### src/rtl/laundry_pkg.sv
// Shared definitions for the laundry scheduler.
// Holds the scheduler state encoding, the usage counter width and the default
// values for the user count and the start watchdog.
package laundry_pkg;

    // Scheduler states, kept as plain 2-bit constants for legacy tooling.
    localparam logic [1:0] S_IDLE    = 2'd0;
    localparam logic [1:0] S_START   = 2'd1;
    localparam logic [1:0] S_RUN     = 2'd2;
    localparam logic [1:0] S_RELEASE = 2'd3;

    localparam int unsigned USAGE_W           = 16;
    localparam int unsigned DEF_NUM_USERS     = 4;
    localparam int unsigned DEF_START_TIMEOUT = 8;

endpackage

### src/rtl/laundry_scheduler_rr_pick.sv
// Combinational rotating-priority picker.
// Ports:
//   req_i   - per-user request vector
//   ptr_i   - index holding the highest priority this round
//   valid_o - at least one request is pending
//   idx_o   - first requesting index found searching upward from ptr_i, wrapping
module rr_pick #(
    parameter int unsigned NUM_USERS = 4,
    parameter int unsigned PTR_W     = 2
) (
    input  logic [NUM_USERS-1:0] req_i,
    input  logic [PTR_W-1:0]     ptr_i,
    output logic                 valid_o,
    output logic [PTR_W-1:0]     idx_o
);

    int unsigned pos;

    always_comb begin
        valid_o = 1'b0;
        idx_o   = '0;
        pos     = 0;
        for (int unsigned i = 0; i < NUM_USERS; i++) begin
            pos = (32'(ptr_i) + i) % NUM_USERS;
            if (!valid_o && req_i[pos]) begin
                valid_o = 1'b1;
                idx_o   = PTR_W'(pos);
            end
        end
    end

endmodule

### src/rtl/laundry_scheduler.sv
// Round-robin scheduler sharing one washing-machine controller among
// NUM_USERS requesters. Grants a pending user, drives start and the wash
// options to the machine, follows mach_done_i through the run and releases.
// Ports:
//   clk, rst_n          - clock and asynchronous active-low reset
//   req_i               - level request per user
//   req_double_i/dry_i  - per-user options, sampled at grant
//   mach_done_i         - machine idle/available
//   mach_start_o, mach_double_wash_o, mach_dry_wash_o - machine controls
//   grant_o             - one-hot owner, zero when free
//   busy_o              - scheduler not idle
//   cycle_done_o        - pulse when the owner's run completes
//   err_timeout_o       - pulse when the machine never accepted start
//   usage_cnt_o         - per-user saturating run counters, only when
//                         LAUNDRY_SCHED_USAGE_CNT_EN is defined
module laundry_scheduler
    import laundry_pkg::*;
#(
    parameter int unsigned NUM_USERS     = DEF_NUM_USERS,
    parameter int unsigned START_TIMEOUT = DEF_START_TIMEOUT
) (
    input  logic                 clk,
    input  logic                 rst_n,
    input  logic [NUM_USERS-1:0] req_i,
    input  logic [NUM_USERS-1:0] req_double_i,
    input  logic [NUM_USERS-1:0] req_dry_i,
    input  logic                 mach_done_i,
    output logic                 mach_start_o,
    output logic                 mach_double_wash_o,
    output logic                 mach_dry_wash_o,
    output logic [NUM_USERS-1:0] grant_o,
    output logic                 busy_o,
    output logic                 cycle_done_o,
    output logic                 err_timeout_o
`ifdef LAUNDRY_SCHED_USAGE_CNT_EN
    ,
    output logic [NUM_USERS*USAGE_W-1:0] usage_cnt_o
`endif
);

    localparam int unsigned PTR_W = $clog2(NUM_USERS);
    localparam int unsigned WD_W  = $clog2(START_TIMEOUT + 1);

    logic [1:0]           state_q, state_d;
    logic [PTR_W-1:0]     ptr_q, ptr_d;
    logic [PTR_W-1:0]     owner_q, owner_d;
    logic [WD_W-1:0]      wd_q, wd_d, wd_inc;
    logic [NUM_USERS-1:0] grant_q, grant_d;
    logic                 start_q, start_d;
    logic                 dbl_q, dbl_d;
    logic                 dry_q, dry_d;
    logic                 busy_q, busy_d;
    logic                 cdone_q, cdone_d;
    logic                 err_q, err_d;
    logic                 pick_valid;
    logic [PTR_W-1:0]     pick_idx;
    logic [PTR_W-1:0]     next_owner;

    rr_pick #(
        .NUM_USERS (NUM_USERS),
        .PTR_W     (PTR_W)
    ) u_rr_pick (
        .req_i   (req_i),
        .ptr_i   (ptr_q),
        .valid_o (pick_valid),
        .idx_o   (pick_idx)
    );

    assign next_owner = (owner_q == PTR_W'(NUM_USERS - 1)) ? '0 : owner_q + PTR_W'(1);
    assign wd_inc     = wd_q + WD_W'(1);

    always_comb begin
        state_d = state_q;
        ptr_d   = ptr_q;
        owner_d = owner_q;
        wd_d    = wd_q;
        grant_d = grant_q;
        start_d = start_q;
        dbl_d   = dbl_q;
        dry_d   = dry_q;
        cdone_d = 1'b0;
        err_d   = 1'b0;
        case (state_q)
            S_IDLE: begin
                // An unavailable machine blocks arbitration regardless of requests.
                if (mach_done_i && pick_valid) begin
                    owner_d = pick_idx;
                    grant_d = NUM_USERS'(1) << pick_idx;
                    start_d = 1'b1;
                    dbl_d   = req_double_i[pick_idx];
                    dry_d   = req_dry_i[pick_idx];
                    wd_d    = '0;
                    state_d = S_START;
                end
            end
            S_START: begin
                // Machine acceptance wins over a simultaneous watchdog expiry.
                if (!mach_done_i) begin
                    start_d = 1'b0;
                    state_d = S_RUN;
                end else if (wd_inc == WD_W'(START_TIMEOUT)) begin
                    err_d   = 1'b1;
                    grant_d = '0;
                    start_d = 1'b0;
                    dbl_d   = 1'b0;
                    dry_d   = 1'b0;
                    ptr_d   = next_owner;
                    state_d = S_IDLE;
                end else begin
                    wd_d = wd_inc;
                end
            end
            S_RUN: begin
                // Options stay asserted: the machine re-samples them every rinse.
                if (mach_done_i) begin
                    cdone_d = 1'b1;
                    grant_d = '0;
                    dbl_d   = 1'b0;
                    dry_d   = 1'b0;
                    state_d = S_RELEASE;
                end
            end
            S_RELEASE: begin
                ptr_d   = next_owner;
                state_d = S_IDLE;
            end
            default: state_d = S_IDLE;
        endcase
        busy_d = (state_d != S_IDLE);
    end

    always_ff @(posedge clk or negedge rst_n) begin
        if (!rst_n) begin
            state_q <= S_IDLE;
            ptr_q   <= '0;
            owner_q <= '0;
            wd_q    <= '0;
            grant_q <= '0;
            start_q <= 1'b0;
            dbl_q   <= 1'b0;
            dry_q   <= 1'b0;
            busy_q  <= 1'b0;
            cdone_q <= 1'b0;
            err_q   <= 1'b0;
        end else begin
            state_q <= state_d;
            ptr_q   <= ptr_d;
            owner_q <= owner_d;
            wd_q    <= wd_d;
            grant_q <= grant_d;
            start_q <= start_d;
            dbl_q   <= dbl_d;
            dry_q   <= dry_d;
            busy_q  <= busy_d;
            cdone_q <= cdone_d;
            err_q   <= err_d;
        end
    end

    assign mach_start_o       = start_q;
    assign mach_double_wash_o = dbl_q;
    assign mach_dry_wash_o    = dry_q;
    assign grant_o            = grant_q;
    assign busy_o             = busy_q;
    assign cycle_done_o       = cdone_q;
    assign err_timeout_o      = err_q;

`ifdef LAUNDRY_SCHED_USAGE_CNT_EN
    logic [USAGE_W-1:0] usage_q [NUM_USERS];

    // Counted on the same edge that raises cycle_done; timeouts never count.
    always_ff @(posedge clk or negedge rst_n) begin
        if (!rst_n) begin
            for (int unsigned u = 0; u < NUM_USERS; u++) begin
                usage_q[u] <= '0;
            end
        end else begin
            for (int unsigned u = 0; u < NUM_USERS; u++) begin
                if (cdone_d && (owner_q == PTR_W'(u)) && (usage_q[u] != '1)) begin
                    usage_q[u] <= usage_q[u] + USAGE_W'(1);
                end
            end
        end
    end

    for (genvar g = 0; g < NUM_USERS; g++) begin : g_usage
        assign usage_cnt_o[g*USAGE_W +: USAGE_W] = usage_q[g];
    end
`endif

endmodule

### config.mk
export PLATFORM = sky130hd
export DESIGN_NAME = laundry_scheduler
export DESIGN_NICKNAME = d
export VERILOG_FILES = /design/src/rtl/laundry_pkg.sv /design/src/rtl/laundry_scheduler_rr_pick.sv /design/src/rtl/laundry_scheduler.sv
export SDC_FILE = /design/constraint.sdc
export NUM_CORES = 1
export LEC_CHECK = 0
export ABC_AREA = 1
export BUFFER_PORTS_ARGS = -buffer_cell sky130_fd_sc_hd__buf_4
export CORE_MARGIN = 1
export CORE_UTILIZATION = 30
export DETAILED_ROUTE_END_ITERATION = 8
export PLACE_DENSITY = 0.48
export RECOVER_POWER = 50
export SLEW_MARGIN = 20
export SYNTH_ARGS = -nofsm -noshare
export SYNTH_HDL_FRONTEND = slang
export SYNTH_SLANG_ARGS = --single-unit
### constraint.sdc
create_clock -name clk -period 1.9 [get_ports clk]
set_input_delay 0.095 -clock clk [delete_from_list [all_inputs] [get_ports clk]]
set_output_delay 0.095 -clock clk [all_outputs]
set_load 0.01 [all_outputs]
* After elaboration in Yosys (flattened, before gate mapping)
Cells that the tools add are included.
Operators by class: reductions and logical operators 17, magnitude comparators 5, add/subtract/negate cells 5, shift-type cells 1, eq/ne operators 11, mux-type cells 53
Operator list (count):
- $mux 4 | 7
- $mux 1 | 22
- $mux 2 | 11
- $lt 2x3->1 const B | 5
- $bmux 1 s2 | 6
- $pmux 4 s3 | 1
- $ne 2x2->1 const B | 5
- $pmux 2 s4 | 1
- $pmux 4 s2 | 1
- $eq 2x2->1 const B | 3
- $pmux 1 s3 | 2
- $reduce_and 3->1 | 2
- $reduce_bool 2->1 | 3
- $reduce_and 5->1 | 1
- $add 2x1->2 const B | 2
- $add 2x2->2 const B | 2
- $add 4x1->4 const B | 1
- $eq 4x4->1 const B | 1
- $logic_and 1x1->1 | 4
- $pmux 2 s2 | 1
- $reduce_and 4->1 | 1
- $shl 1x2->4 const A | 1
- $logic_not 1->1 | 3
- $ne 3x3->1 const B | 1
- other kinds (5) | 5
Storage, ports and cells: logic and storage cells 103, output and inout port bits 10, input port bits 15, register bits after elaboration 20

* Depth between registers and ports, before layout
Gate-level depths: netlist (run 1).
word-level depth 16, depth in mapped cells 16, depth with buffers taken out 15

* Modules after synthesis
A second synthesis (run 1) with hierarchy kept.
Unflattened totals: cell total of the unflattened synthesis 197, area, all modules 1455.1 um2
By module, submodules not included:
- laundry_scheduler | cells each 138, area each 1136.1 um2, sequential area each 500.5 um2, instances 1
- rr_pick | cells each 59, area each 319.1 um2, sequential area each 0.0 um2, instances 1

* Least setup slack after synthesis (run 1)
OpenSTA, ideal clock, no wires.
kind reg2reg, from reg ptr_q[0], to reg busy_q, in the netlist busy_o, clock period less this slack 1642 ps, arrival time 1518 ps, setup slack 258 ps, cell stages (with the launch flop) 13, setup time 124 ps, required time 1776 ps, buffers on the path 1, path through dfrtp_1 buf_6 inv_6 nand2_2 nand3_1 nand2_2 nor2_4 nand3_4 nand2_2 nand2_4 o21ai_2 nand2_2 or2_1
Between the ends: longest elaborated chain between the ends 16, elaborated cells on any way between the ends 25, classes of those cells add/sub (3); mux (14); reduce/logical (8)
RTL lines:
- start: declaration | line laundry_scheduler.sv:45 | logic [PTR_W-1:0] ptr_q, ptr_d;
- start signal: assignment | line laundry_scheduler.sv:147 | ptr_q <= ptr_d;
- parallel branches: the longest is 11 deep, another holds $add 2x1->2
- $mux 1 (*) | line laundry_scheduler_rr_pick.sv:25 | if (!valid_o && req_i[pos]) begin
- $logic_and 1x1->1 (*) | line laundry_scheduler.sv:86 | if (mach_done_i && pick_valid) begin
- $mux 2 (*) | line laundry_scheduler.sv:86
- $pmux 2 s4 (*) | line laundry_scheduler.sv:83 | case (state_q)
- net state_d[0] | line laundry_scheduler.sv:44 | logic [1:0] state_q, state_d;
- $reduce_bool 2->1 (*) | line laundry_scheduler.sv:129 | busy_d = (state_d != S_IDLE);
- net busy_d | line laundry_scheduler.sv:52 | logic busy_q, busy_d;
- end signal: assignment | line laundry_scheduler.sv:154 | busy_q <= busy_d;
- end: declaration | line laundry_scheduler.sv:52
Mark *: on every way through the listed nets, which the timed path passes. The select of a mux whose other input is x is not followed. A chain may end at the register's enable or synchronous reset.

* Final worst setup path (run 1)
from reg ptr_q[0], to reg dry_q, in the netlist mach_dry_wash_o
Between the ends: longest elaborated chain between the ends 16, elaborated cells on any way between the ends 32, classes of those cells add/sub (3); eq/ne (1); mux (20); reduce/logical (8)
RTL lines:
- parallel branches: the longest is 16 deep, another holds $add 2x1->2
- end signal: assignment | line laundry_scheduler.sv:153 | dry_q <= dry_d;
- end: declaration | line laundry_scheduler.sv:51 | logic dry_q, dry_d;
Several ways; the timed one is not identified. The select of a mux whose other input is x is not followed.

==> key figures, run 1 <==
Run status
  – Status: finished clean

Yosys
  – Post-synthesis register bit count: 20
  – Syn Std Cell Area: 0.00136 mm²
  – Syn Area/Cell: a little over 7 µm²
  – Mapped Cells: 192
  – Syn nets: ~210
  – Synth top area cells: dfrtp_1, nand2_1, o21ai_0, ha_1, inv_1
  – Largest area contributor in the netlist: dfrtp_1
  – Ys Warns: 0
  – Synth top area share: a little under two fifths
  – Post-synthesis sequential area ratio: 36.8%
  – Distinct cells, synth: 25

Global route
  – Antenna violations before repair: 0
  – Vias in the first global route: between 1000 and 1500
  – Global-route wire length before repair: ~4900 µm
  – Largest net degree at the start of global routing: 21
  – GRT Util Overall: between 10% and 20%
  – Gr ovfl total: 0

Clock tree
  – Worst-path clk slew: 0.07 ns
  – Clk_lat worst skew: around 0.25 ns
  – Clock sinks: 20
  – Clock root buffer master: clkbuf_8
  – CTS tree: built
  – Num CTS Buffers: 3
  – CTS H-tree depth: 1
  – Clock Tree Buf Depth: 2

STA
  – Crit path time final: between 1.5 and 2 ns
  – Final Hold Fails: 0
  – Setup ws final: approximately 0.059 ns
  – # setup viols final: 0
  – RSZ-0062 raised after global routing: yes
  – Worst-Margin Slew: 1.11 ns
  – Max Fclk: around 0.54 GHz
  – Max-slew headroom: 26.0%
  – Setup Skew: around 0.0014 ns
  – Final Max Tran Viols: 0
  – Setup_tns: 0 ns
  – Period utilization: ~97%

Detailed routing
  – Drt pass-1 iters: 4
  – Starting DRT DRC Count: between 50 and 60
  – Post-route DRC: 0
  – DR WL/cell: 11.3 µm
  – Total vias in the final route: between 1000 and 1500
  – Routed WL: 3170 µm
  – Vias/cell: 4.70
  – Detail Route Antenna Nets: 0

Critical path
  – Register-to-register setup slack: 0.06 ns
  – Worst Reg2Reg Path Length in Cells: 13
  – Data required, critical path: around 2.1 ns
  – CP Max Fanout: 6
  – CP endpoint kind: register
  – Crit Reg-Reg Endpoint: mach_dry_wash_o
  – WP data arrival: between 1.5 and 2 ns
  – Worst R2R Start: ptr_q[0]
  – Worst Setup SP: ptr_q[0]
  – Startpoint Class: register
  – Kind of critical path: reg -> reg

Die
  – Starting Density: between 30% and 40%
  – Die height: 69.3 µm
  – Core Area: ~0.0044 mm²
  – Die ar.: ~0.0048 mm²
  – Row cnt: 24
  – Die W: ~69 µm
  – Io pins: 25

Power and ir drop
  – Max VDD drop: 622 µV
  – P_leak: between 0.9 and 1 nW
  – Seq pwr share: between 20% and 30%
  – Switching part of the total: a little under 50%
  – Clock network power share: 10.7%
  – Pint: roughly 1.5 mW
  – Comb power frac: approximately two thirds
  – Net load switching power: between 1 and 1.5 mW
  – PD cells: 1660 mW/mm²

Final layout
  – Layout fillers: about 460
  – Area grow syn2layout: 32.0%
  – Ant. Diodes: 0
  – Layout cells sized above 1: between 20% and 30%
  – Final net count: 250
  – Multi-input logic area: between 800 and 900 µm²
  – FF+latch area: just over 500 µm²

Place
  – Pre-CTS setup slack: around 0.021 ns
  – Buffers on Ports: 24
  – GP Congestion: between 0.7 and 0.8
  – HPWL Detailed: 2200 µm

Worst hold path
  – WHS Endpoint: err_timeout_o
  – Hold path startpoint: mach_done_i
  – Worst hold path type: in -> reg
  – Worst hold path stage count: 3

Run
  – Max-Cap Viols: 0
## cells in the mapped netlist
cell,n
clkbuf_1,1
inv_6,1
nor2_4,1
nand2_4,1
inv_1,20
xnor2_1,1
nand2_2,12
buf_6,1
dfrtp_1,20
nand2_1,76
nor2_1,6
nand3_1,13
o21ai_2,1
o21ai_0,16
nand4_1,6
or2_1,1
a21oi_1,1
nand3_4,1
nand3_2,1
o21ai_1,2
inv_2,1
nand3b_1,1
nand4_2,1
ha_1,6
or2_2,1
## per-layer routing
layer  routed length [µm]  global-route usage [%]
met3                   89                    2.18
met4                   27                    3.40
met1                 1560                    16.9
met2                 1490                    20.2
met5                    0                       0
## layout by cell type, fill, tap and decap left out, types with 2 or more instances in the layout
cell	n
nand2_1	70
buf_4	26
inv_1	19
dfrtp_1	18
o21ai_0	16
nand2_2	13
nand3_1	9
nand2_4	6
nor2_1	6
nand4_1	6
ha_1	6
nand3_2	4
clkbuf_8	4
clkbuf_1	4
buf_6	3
o21ai_2	2
nand3_4	2
dfrtp_2	2
## power groups by stage
stage               Sequential (mW)  Clock, mW  Combinational, mW
floorplan                     0.675          0               1.28
global placement              0.697          0               1.72
detailed placement            0.691          0               1.70
CTS                           0.685      0.336               1.71
global route                  0.713      0.354               2.22
finish                        0.691      0.321               1.97
## per-stage QoR
| stage | utilization (%) | hold WS [ns] | power (mW) | cell area (µm²) | std cells |
|---|---|---|---|---|---|
| 6_report | 41.2 | 0.157 | 2.98 | 1790 | 280 |
| 5_1_grt | 41.2 | 0.163 | 3.29 | 1790 | 280 |
| 4_1_cts | 38.5 | 0.142 | 2.73 | 1680 | 274 |
| 3_5_place_dp | 37.0 | -0.00726 | 2.39 | 1610 | 269 |
| 3_3_place_gp | 37.0 | -0.00934 | 2.42 | 1610 | 269 |
| 2_1_floorplan | - | -0.201 | 1.96 | 1360 | 192 |
## flip-flops by register name (all words and copies together), names as in the netlist
| signal | count |
|---|---|
| grant_o | 4 |
| busy_o | 1 |
| mach_double_wash_o | 1 |
| err_timeout_o | 1 |
| wd_q | 4 |
| state_q | 2 |
| mach_dry_wash_o | 1 |
| cycle_done_o | 1 |
| ptr_q | 2 |
| mach_start_o | 1 |
| owner_q | 2 |
## worst max-delay path by stage
| stage | endpoint | cells after the start |
|---|---|---|
| 6_report | mach_dry_wash_o | 13 |
| 5_1_grt | mach_double_wash_o | 14 |
| 4_1_cts | mach_double_wash_o | 11 |
| 3_5_place_dp | mach_double_wash_o | 11 |
| 3_3_place_gp | busy_o | 10 |
| 2_1_floorplan | busy_o | 12 |
## what timing repair did
action | 4_1_cts | 5_1_grt
buffers inserted | 0 | 6
hold buffers | 1 | 0
endpoints found under the hold margin | 20 | 0
gates resized for setup | 0 | 26
setup endpoints to repair | 0 | 12
## logic make-up after synthesis
kind of cell             Yosys count  synth area share (%)
AO/OA/AOI/OAI                     20                  7.64
XOR/XNOR                           1                 0.645
adder cells (fa/ha/maj)            6                  5.52
buffers and inverters             24                  7.55
flip-flops                        20                  36.8
AND/OR/NAND/NOR                  121                  41.8
## final cells by class
type | instances | share of cell area, %
Clock buffer | 4 | 3.07
Inverter | 22 | 5.02
Multi-Input combinational cell | 148 | 46.1
Sequential cell | 20 | 28.0
Tap cell | 52 | 3.63
Timing Repair Buffer | 34 | 14.2
## critical path: stages, from the launching register on
cell and delay, ns:
dfrtp_2 0.48, buf_6 0.16, nand2_2 0.05, nand2_2 0.05
nand2_2 0.07, nand2_2 0.07, nor2_4 0.16, nand3_4 0.15
nand2_4 0.10, nand2_4 0.07, nand4_1 0.20, inv_1 0.08
nand2_1 0.06, nand2_1 0.04
Note: power is estimated with default switching activity, not from simulation.
==> run 2, diff against run 1 <==
--- a/config.mk
+++ b/config.mk
@@ -5,13 +5,14 @@
 export SDC_FILE = /design/constraint.sdc
 export NUM_CORES = 1
 export LEC_CHECK = 0
-export ABC_AREA = 1
 export BUFFER_PORTS_ARGS = -buffer_cell sky130_fd_sc_hd__buf_4
 export CORE_MARGIN = 1
 export CORE_UTILIZATION = 30
+export CTS_CLUSTER_SIZE = 30
 export DETAILED_ROUTE_END_ITERATION = 8
-export PLACE_DENSITY = 0.48
+export PLACE_DENSITY = 0.49
 export RECOVER_POWER = 50
+export REMOVE_ABC_BUFFERS = 1
 export SLEW_MARGIN = 20
 export SYNTH_ARGS = -nofsm -noshare
 export SYNTH_HDL_FRONTEND = slang
==> run 2 against run 1 <==
Clock-buffer cell count decreased by 1. Area after synthesis decreased by 9.6%. Die area decreased by 9.3%. Critical path type unchanged. Clock power decreased by 16%. Non-clock buffer count decreased by 7.
==> key figures, run 2 <==
Final layout
  – Most frequent cells in the layout: dfrtp_1, buf_4, nand2_1
  – Layout cells sized above 1: between 20% and 30%
  – Area grow syn2layout: 23.1%
  – Ant. Diodes: 0
  – Post-route insts no fill: 203
  – Final net count: 178

Critical path
  – Data required, critical path: about 2.1 ns
  – WP data arrival: about 1.9 ns
  – Register-to-register setup slack: about 0.16 ns
  – Kind of critical path: reg -> reg
  – Crit Reg-Reg Endpoint: mach_dry_wash_o
  – CP endpoint kind: register
  – Startpoint Class: register
  – Worst R2R Start: state_q[0]
  – Worst Reg2Reg Path Length in Cells: 6
  – CP Max Fanout: 9

Yosys
  – Fraction of registers with async set/reset: 100%
  – Largest area contributor in the netlist: dfrtp_1
  – Ys Warns: 0
  – Synth top area cells: dfrtp_1, ha_1, nand2_1, a21oi_1, o31ai_1
  – Post-synthesis sequential area ratio: between 40% and 50%
  – Most frequent cell after synthesis: dfrtp_1
  – Distinct cells, synth: 45
  – Mapped Cells: 128
  – Syn Area/Cell: ~9.6 µm²
  – Synth top area share: roughly two fifths
  – Commonest cells in the netlist: dfrtp_1, nand2_1, a21oi_1
  – Post-synthesis register bit count: 20
  – Syn Std Cell Area: around 0.0012 mm²
  – Top_reg_cell synth: dfrtp_1
  – EDFF count, synth: 0

STA
  – Final Max Tran Viols: 0
  – Max-slew headroom: 27.5%
  – # setup viols final: 0
  – Setup_tns: 0 ns
  – Final Hold Fails: 0
  – Period utilization: about nine tenths
  – Crit path time final: roughly 1.7 ns
  – Max Fclk: around 0.57 GHz
  – Setup Skew: 0.00248 ns
  – RSZ-0062 raised after global routing: no
  – Worst-Margin Slew: about 1.1 ns

Detailed routing
  – Starting DRT DRC Count: about 70
  – Total vias in the final route: approximately 1000
  – WL met2: approximately 1200 µm
  – Drt pass-1 iters: 4
  – Routed WL: 2650 µm
  – Post-route DRC: 0
  – Highest metal used: met3
  – Vias/cell: between 5 and 6
  – Routed met1 length: approximately 1300 µm
  – Met3 WL: about 120 µm
  – DR WL/cell: approximately 13 µm
  – Detail Route Antenna Nets: 0

Power and ir drop
  – Seq pwr share: between 30% and 40%
  – Comb power frac: 52.4%
  – Max VDD drop: 721 µV
  – PD cells: roughly 1400 mW/mm²
  – Pint: roughly 1.2 mW
  – Clock network power share: roughly an eighth
  – Switching part of the total: 41.9%
  – P_leak: just under 0.7 nW
  – Net load switching power: about 0.9 mW

Place
  – Placed cells: 199
  – GP Congestion: ~0.8
  – HPWL Detailed: 2030 µm
  – Buffers on Ports: 24

Worst hold path
  – Worst hold path type: in -> reg
  – WHS Endpoint: cycle_done_o
  – Hold path startpoint: mach_done_i
  – Worst hold path stage count: 2

Die
  – Die height: 66.0 µm
  – Row cnt: 22
  – Die W: approximately 66 µm
  – Die ar.: between 0.004 and 0.005 mm²
  – Starting Density: between 30% and 40%
  – Io pins: 25
  – Core Area: 0.00380 mm²

Global route
  – Gr ovfl total: 0
  – Global-route wire length before repair: ~4700 µm
  – GRT Util Overall: between 10 and 15%
  – Antenna violations before repair: 0
  – Largest net degree at the start of global routing: 21
  – Vias in the first global route: 1027

Clock tree
  – Clock Tree Buf Depth: 2
  – Clock sinks: 20
  – Num CTS Buffers: 3
  – Clk_lat worst skew: ~0.25 ns
  – Clock root buffer master: clkbuf_8
  – CTS tree: built
  – Worst-path clk slew: around 0.070 ns
  – CTS H-tree depth: 1

Run status
  – Status: finished clean

Run
  – Max-Cap Viols: 0
==> run 2: cell types whose count changed after synthesis, sizes merged, moves of 3 or more <==
| cell | previous run | this run |
|---|---|---|
| nand3 | 15 | 3 |
| o31ai | 0 | 5 |
| nand2 | 89 | 12 |
| inv | 22 | 8 |
| nand2b | 0 | 4 |
| o21ai | 19 | 9 |
| and2 | 0 | 3 |
| o41ai | 0 | 4 |
| a211oi | 0 | 4 |
| nand4 | 7 | 0 |
| and3 | 0 | 4 |
| a21oi | 1 | 10 |
==> run 2: worst max-delay path: stages (launching register included) <==
cell and delay [ns]:
dfrtp_1 0.42, inv_1 0.09, ha_1 0.33, a21oi_4 0.22
o221ai_2 0.13, or2_0 0.24, o31ai_1 0.23
==> run 2: layout make-up <==
cell class / instances / area [µm²]
fillers: 401 / 2290
repair buffers: 27 / 183
inverters: 8 / 30.0
clock buffers: 3 / 41.3
well taps: 48 / 60.1
multi-input cells: 97 / 698
flip-flops and latches: 20 / 500
==> run 2: layer usage <==
metal  vias up  global-route usage (%)
li1        525                       -
met1       483                    19.5
met2        21                    21.8
met3         0                    3.62
met4         0                    2.13
met5         -                       0
==> run 2: worst max-delay path by stage <==
stage / endpoint / from / cells after the start
final: mach_dry_wash_o / state_q[0] / 6
after CTS: mach_dry_wash_o / state_q[0] / 6
after floorplan: mach_dry_wash_o / state_q[0] / 6
after global routing: grant_o[0] / state_q[1] / 6
after global placement: ptr_q[0] / state_q[1] / 6
after detailed placement: mach_dry_wash_o / state_q[0] / 6
==> run 2: metrics by stage <==
step | utilization, % | power (mW) | setup WS, ns | cell area [µm²] | hold WS [ns]
after floorplan | - | 1.49 | 0.168 | 1220 | -0.201
after global placement | 38.7 | 1.85 | 0.169 | 1470 | -0.00856
after detailed placement | 38.7 | 1.86 | 0.113 | 1470 | -0.00403
after CTS | 40.1 | 2.14 | 0.120 | 1520 | 0.106
after global routing | 39.8 | 2.31 | 0.0234 | 1510 | 0.127
final | 39.8 | 2.11 | 0.159 | 1510 | 0.111
==> run 2: timing repair <==
action                                  in CTS  in global routing
endpoints found under the setup margin       0                  4
setup buffers                                0                  0
hold endpoints to repair                    20                  0
hold buffers                                 1                  0
gates resized for setup                      0                  3
==> run 2: cell families after synthesis <==
| group | share of synthesized area, % |
|---|---|
| buffers and inverters | 3.46 |
| and+or+nand+nor | 18.7 |
| muxes | 3.46 |
| adders and majority gates | 6.11 |
| DFF | 40.7 |
| AOI/OAI and AO/OA | 27.5 |
==> run 2: power groups by stage <==
stage	registers (mW)	clock network, mW	logic (mW)
3_3_place_gp	0.738	0	1.12
2_1_floorplan	0.740	0	0.746
3_5_place_dp	0.741	0	1.12
4_1_cts	0.738	0.280	1.12
6_report	0.738	0.269	1.11
5_1_grt	0.765	0.294	1.25
